File: config.mk
export PLATFORM = sky130hd
export DESIGN_NAME = bcd_updown_counter
export DESIGN_NICKNAME = d
export VERILOG_FILES = /design/src/rtl/bcd_updown_counter.sv
export SDC_FILE = /design/constraint.sdc
export NUM_CORES = 1
export LEC_CHECK = 0
export BUFFER_PORTS_ARGS = -buffer_cell sky130_fd_sc_hd__buf_2
export CAP_MARGIN = 25
export CORE_ASPECT_RATIO = 1.1
export CORE_MARGIN = 5
export CORE_UTILIZATION = 45
export DETAILED_ROUTE_END_ITERATION = 10
export PLACE_DENSITY_LB_ADDON = 0.05
export SETUP_SLACK_MARGIN = 0.15
export SLEW_MARGIN = 40
export SYNTH_ARGS = -nofsm -noshare
export SYNTH_HDL_FRONTEND = slang
export SYNTH_SLANG_ARGS = --single-unit
export TNS_END_PERCENT = 20
File: constraint.sdc
create_clock -name clk -period 2.91 [get_ports clk]
set_input_delay 0.291 -clock clk [delete_from_list [all_inputs] [get_ports clk]]
set_output_delay 0.291 -clock clk [all_outputs]
set_load 0.005 [all_outputs]
File: src/rtl/bcd_updown_counter.sv
// -----------------------------------------------------------------------------
// bcd_updown_counter
//
// Multi-decade synchronous BCD up/down counter with count enable, synchronous
// clear, validated parallel load, terminal-count / chain-carry output and a
// sticky wrap flag. It feeds seven-segment display and timer blocks.
//
// Parameters
//   DIGITS    number of cascaded BCD decades (1..8); range 0 .. 10^DIGITS-1
//
// Ports
//   clk       rising-edge clock
//   rstn      asynchronous active-low reset (q, wrap, load_err -> 0)
//   en        count enable, one step per clock while high
//   up        direction: 1 = increment, 0 = decrement
//   clr       synchronous clear (highest priority)
//   load      synchronous parallel load (beats en)
//   load_val  BCD load value, digit i = bits [4i+3:4i]
//   wrap_ack  clears the sticky wrap flag (a wrap in the same cycle wins)
//   q         counter value, BCD, digit 0 least significant
//   tc        terminal count: all 9s when counting up, all 0s when down
//   cout      chain carry/borrow = en & tc, drives en of the next instance
//   wrap      sticky: counter has wrapped since the last clear/ack
//   load_err  one-cycle pulse: load rejected because a digit exceeded 9
// -----------------------------------------------------------------------------
module bcd_updown_counter #(
   parameter int DIGITS = 4
) (
   input  logic                  clk,
   input  logic                  rstn,
   input  logic                  en,
   input  logic                  up,
   input  logic                  clr,
   input  logic                  load,
   input  logic [4*DIGITS-1:0]   load_val,
   input  logic                  wrap_ack,
   output logic [4*DIGITS-1:0]   q,
   output logic                  tc,
   output logic                  cout,
   output logic                  wrap,
   output logic                  load_err
);

   localparam int W = 4 * DIGITS;

   logic [W-1:0] r_q;
   logic         r_wrap;
   logic         r_load_err;

   logic [W-1:0] w_q_step;
   logic         w_all9;
   logic         w_all0;
   logic         w_load_ok;
   logic         w_tc;
   logic         w_wrap_evt;

   // Next count value and whole-counter flags. w_all9 / w_all0 are built up
   // as a running prefix: while processing digit i they describe digits
   // 0..i-1, which is exactly the condition for digit i to step.
   always_comb begin
      // NOTE: every signal driven here is given a default before any
      // conditional assignment, so no path leaves it unassigned (no latch).
      w_q_step  = r_q;
      w_all9    = 1'b1;
      w_all0    = 1'b1;
      w_load_ok = 1'b1;
      for (int i = 0; i < DIGITS; i++) begin
         if (up && w_all9) begin
            w_q_step[4*i +: 4] = (r_q[4*i +: 4] == 4'd9) ? 4'd0 : r_q[4*i +: 4] + 4'd1;
         end else if (!up && w_all0) begin
            w_q_step[4*i +: 4] = (r_q[4*i +: 4] == 4'd0) ? 4'd9 : r_q[4*i +: 4] - 4'd1;
         end
         w_all9 = w_all9 & (r_q[4*i +: 4] == 4'd9);
         w_all0 = w_all0 & (r_q[4*i +: 4] == 4'd0);
         if (load_val[4*i +: 4] > 4'd9) begin
            w_load_ok = 1'b0;
         end
      end
   end

   assign w_tc = up ? w_all9 : w_all0;

   // A wrap edge is a counting step taken from the terminal value; clr and
   // load suppress counting, so they also suppress the wrap.
   assign w_wrap_evt = en & w_tc & ~clr & ~load;

   // NOTE: state registers use non-blocking assignments so every flop samples
   // the pre-edge values, independent of statement order.
   always_ff @(posedge clk or negedge rstn) begin
      if (!rstn) begin
         r_q <= '0;
      end else if (clr) begin
         r_q <= '0;
      end else if (load) begin
         if (w_load_ok) begin
            r_q <= load_val;
         end
      end else if (en) begin
         r_q <= w_q_step;
      end
   end

   // Wrap is independent of load: only clr, a wrap edge or wrap_ack touch it,
   // and a wrap edge overrides a simultaneous acknowledge.
   always_ff @(posedge clk or negedge rstn) begin
      if (!rstn) begin
         r_wrap <= 1'b0;
      end else if (clr) begin
         r_wrap <= 1'b0;
      end else if (w_wrap_evt) begin
         r_wrap <= 1'b1;
      end else if (wrap_ack) begin
         r_wrap <= 1'b0;
      end
   end

   // Single-cycle pulse: set only on a rejected load, cleared on every other edge.
   always_ff @(posedge clk or negedge rstn) begin
      if (!rstn) begin
         r_load_err <= 1'b0;
      end else begin
         r_load_err <= ~clr & load & ~w_load_ok;
      end
   end

   assign q        = r_q;
   assign tc       = w_tc;
   assign cout     = en & w_tc;
   assign wrap     = r_wrap;
   assign load_err = r_load_err;

endmodule

After elaboration in Yosys (flattened, before gate mapping)
Index checks and enable logic that the tools add are counted.
{ "op_classes": {"n_addsub": 8, "order_cmp": 4, "eq_ne": 5, "n_mux": 27, "n_bitwise": 14, "reduce_logical": 20} }
{ "op_table": {"columns": ["operator", "count"], "rows": [
  ["$mux 16", 4],
  ["$mux 4", 15],
  ["$add 4x1->4 const B", 4],
  ["$eq 4x4->1 const B", 4],
  ["$gt 4x4->1 const B", 4],
  ["$logic_not 4->1", 4],
  ["$sub 4x1->4 const B", 4],
  ["$reduce_bool 4->1", 3],
  ["$and 1x1->1", 11],
  ["$reduce_and 3->1", 3],
  ["$mux 1", 8],
  ["$logic_and 1x1->1", 6],
  ["$reduce_bool 3->1", 2],
  ["$ne 3x2->1 const B", 1],
  ["$not 1->1", 3],
  ["$reduce_and 2->1", 1],
  ["$logic_not 1->1", 1]
]} }
{ "totals": {"reg_bits": 18, "inputBits": 23, "output_inout_bits": 20, "word_cells": 84} }

Longest topological paths before layout
{ "depth": {"depth_word": 10, "ltp_mapped": 8, "mapped_depth_nobuf": 7} }

Worst setup path before layout
Ideal clock, no wire load.
{ "synth_timing": {"kind": "register -> output", "start": "reg r_q[4] (netlist: q[4])", "end": "out cout", "t_arrival_ns": 1.752, "required_ns": 2.619, "path_slack_ns": 0.867, "stages_incl_launch_ff": 8, "path_buffers": 0, "path_cell_list": "dfrtp_1 inv_1 ha_1 nor3b_1 nand4_1 or2_1 a21oi_1 and2_1"} }
{ "synth_via": {"elab_chain_len": 6, "elab_cells_between_ends": 10, "cone_classes": "1 x eq/ne; 1 x mux; 7 x bitwise; 1 x reduce/logical"} }
{ "synth_rtl": {"columns": ["item", "line", "rtl"], "rows": [
  ["from (decl)", "46", "logic [W-1:0] r_q;"],
  ["from (signal assigned)", "96", "r_q <= load_val;"],
  ["from (signal assigned)", "99", "r_q <= w_q_step;"],
  ["$eq 4x4->1 or $logic_not 4->1 (tied branches)", "73, 74", null],
  ["$and 1x1->1 (on tied branches) (3 in series)", "73, 74", null],
  ["$mux 1 *", "81", "assign w_tc = up ? w_all9 : w_all0;"],
  ["named net tc", "38", "output logic tc,"],
  ["$and 1x1->1 *", "128", "assign cout = en & w_tc;"],
  ["to (decl)", "39", "output logic cout,"]
]} }
Mark *: on every way through the listed nets, which the timed path passes. The rest lies on a longest branch.

Worst setup path after layout
{ "layout_timing": {"start": "reg r_q[8] (netlist: q[8])", "end": "out cout"} }
{ "layout_via": {"elab_chain_len": 5, "elab_cells_between_ends": 8, "cone_classes": "1 x eq/ne; 1 x mux; 5 x bitwise; 1 x reduce/logical"} }
{ "layout_rtl": {"columns": ["item", "line"], "rows": [
  ["$eq 4x4->1 or $logic_not 4->1 (tied branches)", "73, 74"],
  ["$and 1x1->1 (on tied branches) (2 in series)", "73, 74"],
  ["$mux 1 *", "81"],
  ["$and 1x1->1 *", "128"]
]} }
Every way passes the cells marked *; elsewhere a longest branch is shown, timed or not.

==> flow_metrics.tcl <==
set metrics [dict create \
    cts_htree_levels 1 \
    dieArea_um2 5170 \
    cts.sinks 18 \
    cp_max_fo 8 \
    maxSlewHeadroom_pct 61.8 \
    core-area_um2 3680 \
    synthArstFlopShare_pct 100 \
    cts_buffer_depth 2 \
    dp_hpwl_mm 3.74 \
    grt_util_met3_pct 2.27 \
    worstPathArrival_ns 2.20 \
    place_area_um2 1960 \
    syn_avg_cell_area_um2 8.42 \
    syn_inst 205 \
    fin_worst_skew_ns 0.00189 \
    slowest_delay_ns 0.45 \
    cellLeakagePower_nw 0.921 \
    tightest_slew_ns 0.569 \
    startpoint_type "register" \
    hold_violations 0 \
    drt_iter0_drc 99 \
    final_util_pct 54.8 \
    ios 43 \
    crit_path_end_kind "primary output" \
    synth-seq-area-share_pct 26.1 \
    outcome "completed" \
    grt_pass1_wl_mm 8.11 \
    vias 1694 \
    area_growth_pct 17.0 \
    overflow 0 \
    hold_class "input port to register" \
    grt_usage_pct 19.2 \
    drc 0 \
    min_period_ns 2.49 \
    clk_pin_slew_ns 0.07 \
    critPathSlowestCell "dfrtp_1" \
    crit_chain "inv_1 -> ha_1 -> nor3b_1 -> nand4_1 -> or2_1 -> a21oi_1 -> and2_1 -> buf_2" \
    cts_setup_buffers 0 \
    ys_types 63 \
    ys_seq_elements 18 \
    drive_gt1_share_pct 26.0 \
    dr.pass1.iters 4 \
    maxCapViolations 0 \
    die_w_um 69.0 \
    stdcell_area_um2 2020 \
    die_h_um 74.9 \
    synth_edf_count 0 \
    busiest_layer "met2" \
    min_period_over_period_pct 85.5 \
    gp_congestion 0.883 \
    via_per_inst 5.80 \
    cts_buffers 3 \
    antenna_left 0 \
    ys.flop_type "dfrtp_1" \
    fin_setup_tns_ns 0 \
    power_density_nw_per_um2 496 \
    syn_nets 240 \
    port_buffers 42 \
    netlist_area_um2 1730 \
    finalSetupViolations 0 \
    use_met2_pct 36.1 \
    design_power_total_mw 1.00 \
    crit_required_ns 2.62 \
    start_util_pct 46.8 \
    grt_max_degree 19 \
    grt_pass1_vias 1720 \
    cts_root_buf "clkbuf_8" \
    fin_hold_ws_ns 0.283 \
    clock_latency_ns 0.26 \
    detail_route.wl_per_cell_um 16.4 \
    synth-warning-count 0 \
    gr-usage-met1_pct 23.2 \
    layout.nets 279 \
    row_count 23 \
    fmax_mhz 402 \
    vdd_drop_max_mv 0.286 \
    drv_slew 0 \
    path_class "register to primary output" \
    antenna_found_initial 0 \
    rsz0062_at_grt "no" \
    drt_wl_total_mm 4.80 \
    antenna_cells 0 \
    cts_tree "yes" \
]
what timing repair did:
action / in CTS / in global routing
endpoints found under the setup margin: 0 / 1
gates resized for setup: 0 / 1
hold buffers: 1 / 0
endpoints found under the hold margin: 18 / 0
cell families after synthesis:
group	share of synthesized area (%)
simple gates	29.0
fa+ha+maj	8.70
buf+inv	5.51
mux	4.35
xor+xnor	2.03
compound gates	24.3
flops	26.1
layer usage:
metal	wire length, um	share of wire [%]
met1	2100	44
met2	2400	50
met3	216	4.5
met4	82	1.7
met5	0	0
state kept, by name, summed over array words and instances (netlist names):
signal and cells:
q 16, wrap 1, load_err 1
critical path, delay by kind of cell (launching register included):
kind / cells / cell delay (ns)
fa+ha+maj: 1 / 0.24
simple gates: 4 / 0.88
buf+inv: 2 / 0.22
compound gates: 1 / 0.15
flops: 1 / 0.45
cells in the final DEF, fill, tap and decap left out, types with 4 or more instances in the layout:
master / netlist / layout
a21oi_1: 11 / 11
nor2_1: 21 / 21
buf_2: 7 / 42
nand3b_1: 4 / 4
a31oi_1: 4 / 4
nand3_1: 4 / 4
o21ai_0: 13 / 13
inv_1: 10 / 10
dfrtp_1: 18 / 18
nand4_1: 6 / 6
nor3_1: 4 / 4
ha_1: 12 / 12
nand2_1: 18 / 18
layout make-up:
| type | instances | area (um^2) |
|---|---|---|
| sequential | 18 | 450 |
| multi-input combinational | 165 | 1180 |
| fill | 401 | 1660 |
| timing repair buffer | 46 | 243 |
| inverter | 10 | 37.5 |
| clock buffer | 3 | 41.3 |
| tap | 50 | 62.6 |
synthesized netlist by cell type (all sizes together) (3+ instances only):
master,n,area (um^2)
a21oi,12,63.8
a221oi,3,32.5
a22oi,3,22.5
a31oi,4,25.0
buf,8,42.5
clkbuf,4,15.0
dfrtp,18,450
ha,12,150
inv,10,37.5
mux2i,3,30.0
nand2,19,73.8
nand3,4,20.0
nand3b,5,50.1
nand4,6,37.5
nor2,22,90.1
nor3,6,46.3
nor3b,3,22.5
o21ai,15,78.8
o21bai,3,22.5
xnor2,3,26.3
power by group:
group / leakage [nW] / switching [mW] / internal [mW] / total (mW)
registers: 0.228 / 0.0973 / 0.292 / 0.389
logic: 0.671 / 0.225 / 0.205 / 0.430
clock network: 0.0216 / 0.0909 / 0.0922 / 0.183
total: 0.921 / 0.413 / 0.589 / 1.00
worst paths after layout:
| kind | endpoint | slack [ns] | depth (start not counted) | start |
|---|---|---|---|---|
| min in group asynchronous | q[13]$_DFFE_PN0P_ | 0.51 | 2 | rstn |
| min | q[0]$_DFFE_PN0P_ | 0.28 | 3 | load_val[0] |
| min reg2reg | wrap$_DFFE_PN0P_ | 0.49 | 1 | wrap$_DFFE_PN0P_ |
| max in group asynchronous | q[2]$_DFFE_PN0P_ | 2.09 | 2 | rstn |
| max | cout | 0.42 | 8 | q[8]$_DFFE_PN0P_ |
| max reg2reg | q[15]$_DFFE_PN0P_ | 0.72 | 7 | q[1]$_DFFE_PN0P_ |
stage by stage:
step / setup slack (ns) / cells
finish: 0.421 / 292
global route: 0.221 / 292
CTS: 0.284 / 292
detailed placement: 0.575 / 288
global placement: 0.693 / 288
floorplan: 0.867 / 205
Power figures use the tool's default switching activity.
